## src/rtl/sata_oob_ctrl.sv

```systemverilog
// SATA OOB link-initialization controller: COMRESET/COMWAKE handshakes with the OOB coder,
// per-phase response timeouts with bounded COMRESET retries, and ALIGN lock detection.
module sata_oob_ctrl #(
    parameter int unsigned TIMEOUT       = 1024,
    parameter int unsigned ALIGN_TIMEOUT = 2048,
    parameter int unsigned MAX_RETRY     = 4
) (
    input  logic       clk,
    input  logic       reset,
    input  logic       start,
    input  logic       coder_ready,
    output logic       coder_cominit,
    output logic       coder_comwake,
    output logic       oobfinish,
    input  logic       det_cominit,
    input  logic       det_comwake,
    input  logic       rx_align,
    output logic       tx_d102,
    output logic       link_up,
    output logic       fail,
    output logic [3:0] attempts
);

    localparam int unsigned MaxWait = (TIMEOUT > ALIGN_TIMEOUT) ? TIMEOUT : ALIGN_TIMEOUT;
    localparam int unsigned CntW    = (MaxWait > 1) ? $clog2(MaxWait) : 1;

    localparam logic [CntW-1:0] InitLast  = CntW'(TIMEOUT - 1);
    localparam logic [CntW-1:0] AlignLast = CntW'(ALIGN_TIMEOUT - 1);
    localparam logic [3:0]      RetryMax  = 4'(MAX_RETRY);

    typedef enum logic [3:0] {
        StIdle,
        StSendRst,
        StBusyRst,
        StWaitInit,
        StSendWake,
        StBusyWake,
        StWaitWake,
        StWaitAlign,
        StLinkUp,
        StFail
    } state_e;

    state_e          state_q, state_d;
    state_e          retry_state;
    logic [CntW-1:0] cnt_q, cnt_d;
    logic [3:0]      attempts_q, attempts_d;
    logic            busy_seen_q, busy_seen_d;
    logic            cominit_q, cominit_d;
    logic            comwake_q, comwake_d;
    logic            fail_q, fail_d;
    logic            in_wait;

    always_comb begin
        state_d     = state_q;
        attempts_d  = attempts_q;
        busy_seen_d = busy_seen_q;
        cnt_d       = cnt_q;
        cominit_d   = 1'b0;
        comwake_d   = 1'b0;
        retry_state = (attempts_q < RetryMax) ? StSendRst : StFail;
        in_wait     = (state_q == StWaitInit) || (state_q == StWaitWake) ||
                      (state_q == StWaitAlign);

        // Response checks precede timeout checks so a same-cycle response wins.
        unique case (state_q)
            StIdle: begin
                if (start) begin
                    state_d    = StSendRst;
                    attempts_d = '0;
                end
            end
            StSendRst: begin
                if (coder_ready) begin
                    cominit_d  = 1'b1;
                    attempts_d = attempts_q + 4'd1;
                    state_d    = StBusyRst;
                end
            end
            StBusyRst: begin
                if (!coder_ready) begin
                    busy_seen_d = 1'b1;
                end else if (busy_seen_q) begin
                    state_d = StWaitInit;
                end
            end
            StWaitInit: begin
                if (det_cominit) begin
                    state_d = StSendWake;
                end else if (cnt_q == InitLast) begin
                    state_d = retry_state;
                end
            end
            StSendWake: begin
                if (coder_ready) begin
                    comwake_d = 1'b1;
                    state_d   = StBusyWake;
                end
            end
            StBusyWake: begin
                if (!coder_ready) begin
                    busy_seen_d = 1'b1;
                end else if (busy_seen_q) begin
                    state_d = StWaitWake;
                end
            end
            StWaitWake: begin
                if (det_comwake) begin
                    state_d = StWaitAlign;
                end else if (cnt_q == InitLast) begin
                    state_d = retry_state;
                end
            end
            StWaitAlign: begin
                if (rx_align) begin
                    state_d = StLinkUp;
                end else if (cnt_q == AlignLast) begin
                    state_d = retry_state;
                end
            end
            StLinkUp: begin
                if (det_cominit) begin
                    state_d    = StSendRst;
                    attempts_d = '0;
                end
            end
            StFail: begin
                if (start) begin
                    state_d    = StSendRst;
                    attempts_d = '0;
                end
            end
            default: state_d = StIdle;
        endcase

        // Every state entry restarts the timer and the coder-busy tracking.
        if (state_d != state_q) begin
            cnt_d       = '0;
            busy_seen_d = 1'b0;
        end else if (in_wait && (cnt_q != '1)) begin
            cnt_d = cnt_q + 1'b1;
        end

        fail_d = (state_d == StFail);
    end

    always_ff @(posedge clk) begin
        if (!reset) begin
            state_q     <= StIdle;
            cnt_q       <= '0;
            attempts_q  <= '0;
            busy_seen_q <= 1'b0;
            cominit_q   <= 1'b0;
            comwake_q   <= 1'b0;
            fail_q      <= 1'b0;
        end else begin
            state_q     <= state_d;
            cnt_q       <= cnt_d;
            attempts_q  <= attempts_d;
            busy_seen_q <= busy_seen_d;
            cominit_q   <= cominit_d;
            comwake_q   <= comwake_d;
            fail_q      <= fail_d;
        end
    end

    assign coder_cominit = cominit_q;
    assign coder_comwake = comwake_q;
    assign fail          = fail_q;
    assign attempts      = attempts_q;
    assign oobfinish     = (state_q == StWaitAlign) || (state_q == StLinkUp);
    assign tx_d102       = (state_q == StWaitAlign);
    assign link_up       = (state_q == StLinkUp);

endmodule
```

## config.mk

```make
export PLATFORM = sky130hd
export DESIGN_NAME = sata_oob_ctrl
export DESIGN_NICKNAME = d
export VERILOG_FILES = /design/src/rtl/sata_oob_ctrl.sv
export SDC_FILE = /design/constraint.sdc
export NUM_CORES = 1
export LEC_CHECK = 0
export CORE_ASPECT_RATIO = 1.75
export CORE_MARGIN = 2
export CORE_UTILIZATION = 55
export CTS_CLUSTER_DIAMETER = 60
export DETAILED_ROUTE_END_ITERATION = 6
export GPL_TIMING_DRIVEN = 0
export PLACE_DENSITY = 0.9
export SLEW_MARGIN = 10
export SYNTH_ARGS = -nofsm -noshare
export SYNTH_HDL_FRONTEND = slang
export SYNTH_SLANG_ARGS = --single-unit
```

## constraint.sdc

```tcl
create_clock -name clk -period 2.7 [get_ports clk]
set_clock_uncertainty 0.15 [all_clocks]
set_input_delay 0.54 -clock clk [delete_from_list [all_inputs] [get_ports clk]]
set_output_delay 0.54 -clock clk [all_outputs]
set_load 0.05 [all_outputs]
```

==> parameters.txt <==
Parameter                              Value

Drt
  Number of routed nets with antenna violations    0
  DRC errors left    0
  Starting DRC count in detailed routing    36
  Average detailed-routed wire length per instance    about 15 µm
  Via-to-Cell Ratio    ~6.3
  Count of TritonRoute iterations in the first routing pass    4
  Final WL    roughly 3400 µm
  Vias    approximately 1.5k

CTS
  Clock transition time at the flip-flop clock pins of the worst setup and hold paths    0.08 ns
  Clock buffers created by TritonCTS    3
  Later-pin clock latency in the skew report    about 0.26 ns
  Clock tree from TritonCTS    yes
  Clk root buf    sky130_fd_sc_hd__clkbuf_8
  Maximum count of clock buffers along a single path    2
  Number of H-tree levels    1
  Count of clock tree sinks    23

Floorplan
  Number of top-level design ports    17
  Initial Utilization    between 50% and 60%
  Die footprint    0.00316 mm²
  Die height    around 73 µm
  Total core area    roughly 0.0026 mm²
  Std cell rows    25
  Die width    about 43 µm

Logic synthesis
  Cell type with the highest aggregate area in the netlist    sky130_fd_sc_hd__dfxtp_1
  Syn_nets    196
  Most area-consuming cells after synthesis    sky130_fd_sc_hd__dfxtp_1 31%, sky130_fd_sc_hd__nor2_1 6.8%, sky130_fd_sc_hd__a21boi_0 3.5%
  Seq/Total Area, Yosys    between 30% and 40%
  Synth top area share    30.9%
  Top cells by count, synth    27 x sky130_fd_sc_hd__nor2_1, 23 x sky130_fd_sc_hd__dfxtp_1, 12 x sky130_fd_sc_hd__nand2_1, 10 x sky130_fd_sc_hd__nand3_1, 9 x sky130_fd_sc_hd__o21ai_0
  Most frequently used flop master after synthesis    sky130_fd_sc_hd__dfxtp_1
  Synthesis-stage register bit count    23
  Number of standard cells after synthesis    between 150 and 200
  Post-synthesis async set-or-reset flop share    0%
  Synthesis warning total    0
  Number of enable flip-flop cells after synthesis    0
  Post-Syn Area    about 0.0015 mm²
  Most used standard cell by instance count after synthesis    sky130_fd_sc_hd__nor2_1
  Post-Synthesis Mean Instance Area    7.97 µm²
  Distinct cell type count after synthesis    54

Setup path
  Startpoint kind of the worst setup timing path    input port
  Critical path endpoint category    register
  Setup Crit Path Kind    input port to register
  Data arrival time of the worst path    between 2 and 3 ns
  CP required    2.71 ns
  Largest fanout on the critical path    10

Worst hold path
  Tightest Hold Check Type    register to register

Cells and area
  ANT cells    0
  Area added between synthesis and finish    15.8%
  Final non-filler cell area    roughly 0.0017 mm²
  Nets@finish    around 220
  Layout cell share with drive strength beyond 1    11.1%

GRT
  Number of antenna violations at the first check in global routing    0
  Global routing usage summed across all routing layers    23.7%
  Maximum number of pins on one net before global-route repair    13
  Wire length of the first global-routing pass    5820 µm
  Overall overflow remaining after global route    0
  Via count of the first global-routing pass    around 1.4k

Timing
  Share of the clock period used by the worst path after layout    a little over nine tenths
  Minimum clock period    2.58 ns
  Highest clock frequency the design can meet    388 MHz
  Final Hold Vio Count    0
  Setup Total Neg Slack    0 ns
  Worst slew margin    a little over half
  Transition time at the pin with the least slew margin    slightly below 0.7 ns
  Pins over their slew limit    0
  Finish-stage setup viols    0
  RSZ-0062 raised after global routing    no

Pwr
  Areal power density over the cells    ~390 mW/mm²
  Worst vdd ir    between 0.0002 and 0.0003 V
  Static power due to leakage    between 0.6 and 0.7 nW
  Power after layout    0.672 mW

Run status
  Result of the run    completed

Placed design
  Final weighted congestion in routability-driven placement    ~0.9
  Hpwl dp    2660 µm
  Input/output buffers    16
  Post-placement cell area    roughly 0.0017 mm²

Flow run
  Maxcap violations    0
worst max-delay path, cell delays in order:
cell and delay, ns:
sky130_fd_sc_hd__clkdlybuf4s50_1 0.62, sky130_fd_sc_hd__nand2b_4 0.10, sky130_fd_sc_hd__a2111oi_0 0.50, sky130_fd_sc_hd__or2_2 0.20, sky130_fd_sc_hd__o21ba_2 0.15, sky130_fd_sc_hd__o211ai_2 0.24
sky130_fd_sc_hd__buf_6 0.18, sky130_fd_sc_hd__nor2_1 0.05
metal layers:
metal	part of all wire, %	GRT usage, %	wire length (µm)
met5	0	0	0
met4	4.7	12.5	161
met3	4.4	2.97	148
met2	54	45.6	1850
met1	37	23.5	1240
cells in the final DEF (no fill, tap or decap), types with 5 or more instances in the layout:
cell,netlist,routed
sky130_fd_sc_hd__clkdlybuf4s50_1,0,13
sky130_fd_sc_hd__nand3_1,10,10
sky130_fd_sc_hd__inv_1,7,7
sky130_fd_sc_hd__nand2_1,12,12
sky130_fd_sc_hd__nor2_1,27,27
sky130_fd_sc_hd__dfxtp_1,23,23
sky130_fd_sc_hd__o21ai_0,9,9
sky130_fd_sc_hd__nor3_1,5,5
sky130_fd_sc_hd__xor2_1,5,5
sky130_fd_sc_hd__a21boi_0,7,7
flip-flops by register name (all words and copies together), names as in the netlist:
name / flops
state_q: 4
cnt_q: 11
coder_cominit: 1
attempts: 4
coder_comwake: 1
busy_seen_q: 1
fail: 1
timing repair:
action                     4_1_cts  5_1_grt
setup endpoints to repair        3        0
setup buffers                    0        0
hold buffers                     0        0
resized for setup                3        0
hold endpoints to repair         0        0
area by class of cell:
type,instances,area [µm²]
tap,27,33.8
multi-input combinational,146,927
inverter,7,26.3
sequential,23,460
fill,224,902
buffer,11,76.3
clock buffer,4,45.0
timing repair buffer,16,156
logic make-up after synthesis:
group / after synthesis / synth area share [%]
muxes: 2 / 1.43
xor gates and xnor gates: 8 / 4.70
AOI/OAI and AO/OA: 46 / 23.0
and+or+nand+nor: 88 / 31.4
adders and majority gates: 2 / 1.68
DFF: 23 / 30.9
buffers and inverters: 18 / 6.89
final timing paths:
| check | from | end | slack, ns | depth (start not counted) |
|---|---|---|---|---|
| hold / removal | attempts[3]$_SDFFE_PN0P_ | attempts[3]$_SDFFE_PN0P_ | 0.36 | 2 |
| setup reg to reg | cnt_q[0]$_SDFFE_PP0P_ | cnt_q[2]$_SDFFE_PP0P_ | 0.37 | 8 |
| hold reg to reg | attempts[3]$_SDFFE_PN0P_ | attempts[3]$_SDFFE_PN0P_ | 0.36 | 2 |
| setup / recovery | coder_ready | cnt_q[2]$_SDFFE_PP0P_ | 0.12 | 8 |
metrics by stage:
step	hold WS (ns)	utilization, %	cells	setup WS (ns)
after detailed placement	0.350	64.1	230	-0.179
after CTS	0.363	65.7	234	0.0951
after global placement	0.333	64.1	230	-0.100
after global routing	0.399	65.7	234	0.0141
after floorplan	0.321	-	187	0.153
final	0.360	65.7	234	0.124
report_power, final:
part	total [mW]	internal (mW)	switching, mW
Clock	0.210	0.105	0.105
Sequential	0.349	0.344	0.00550
Combinational	0.113	0.0457	0.0671
Note: power is estimated with default switching activity, not from simulation.
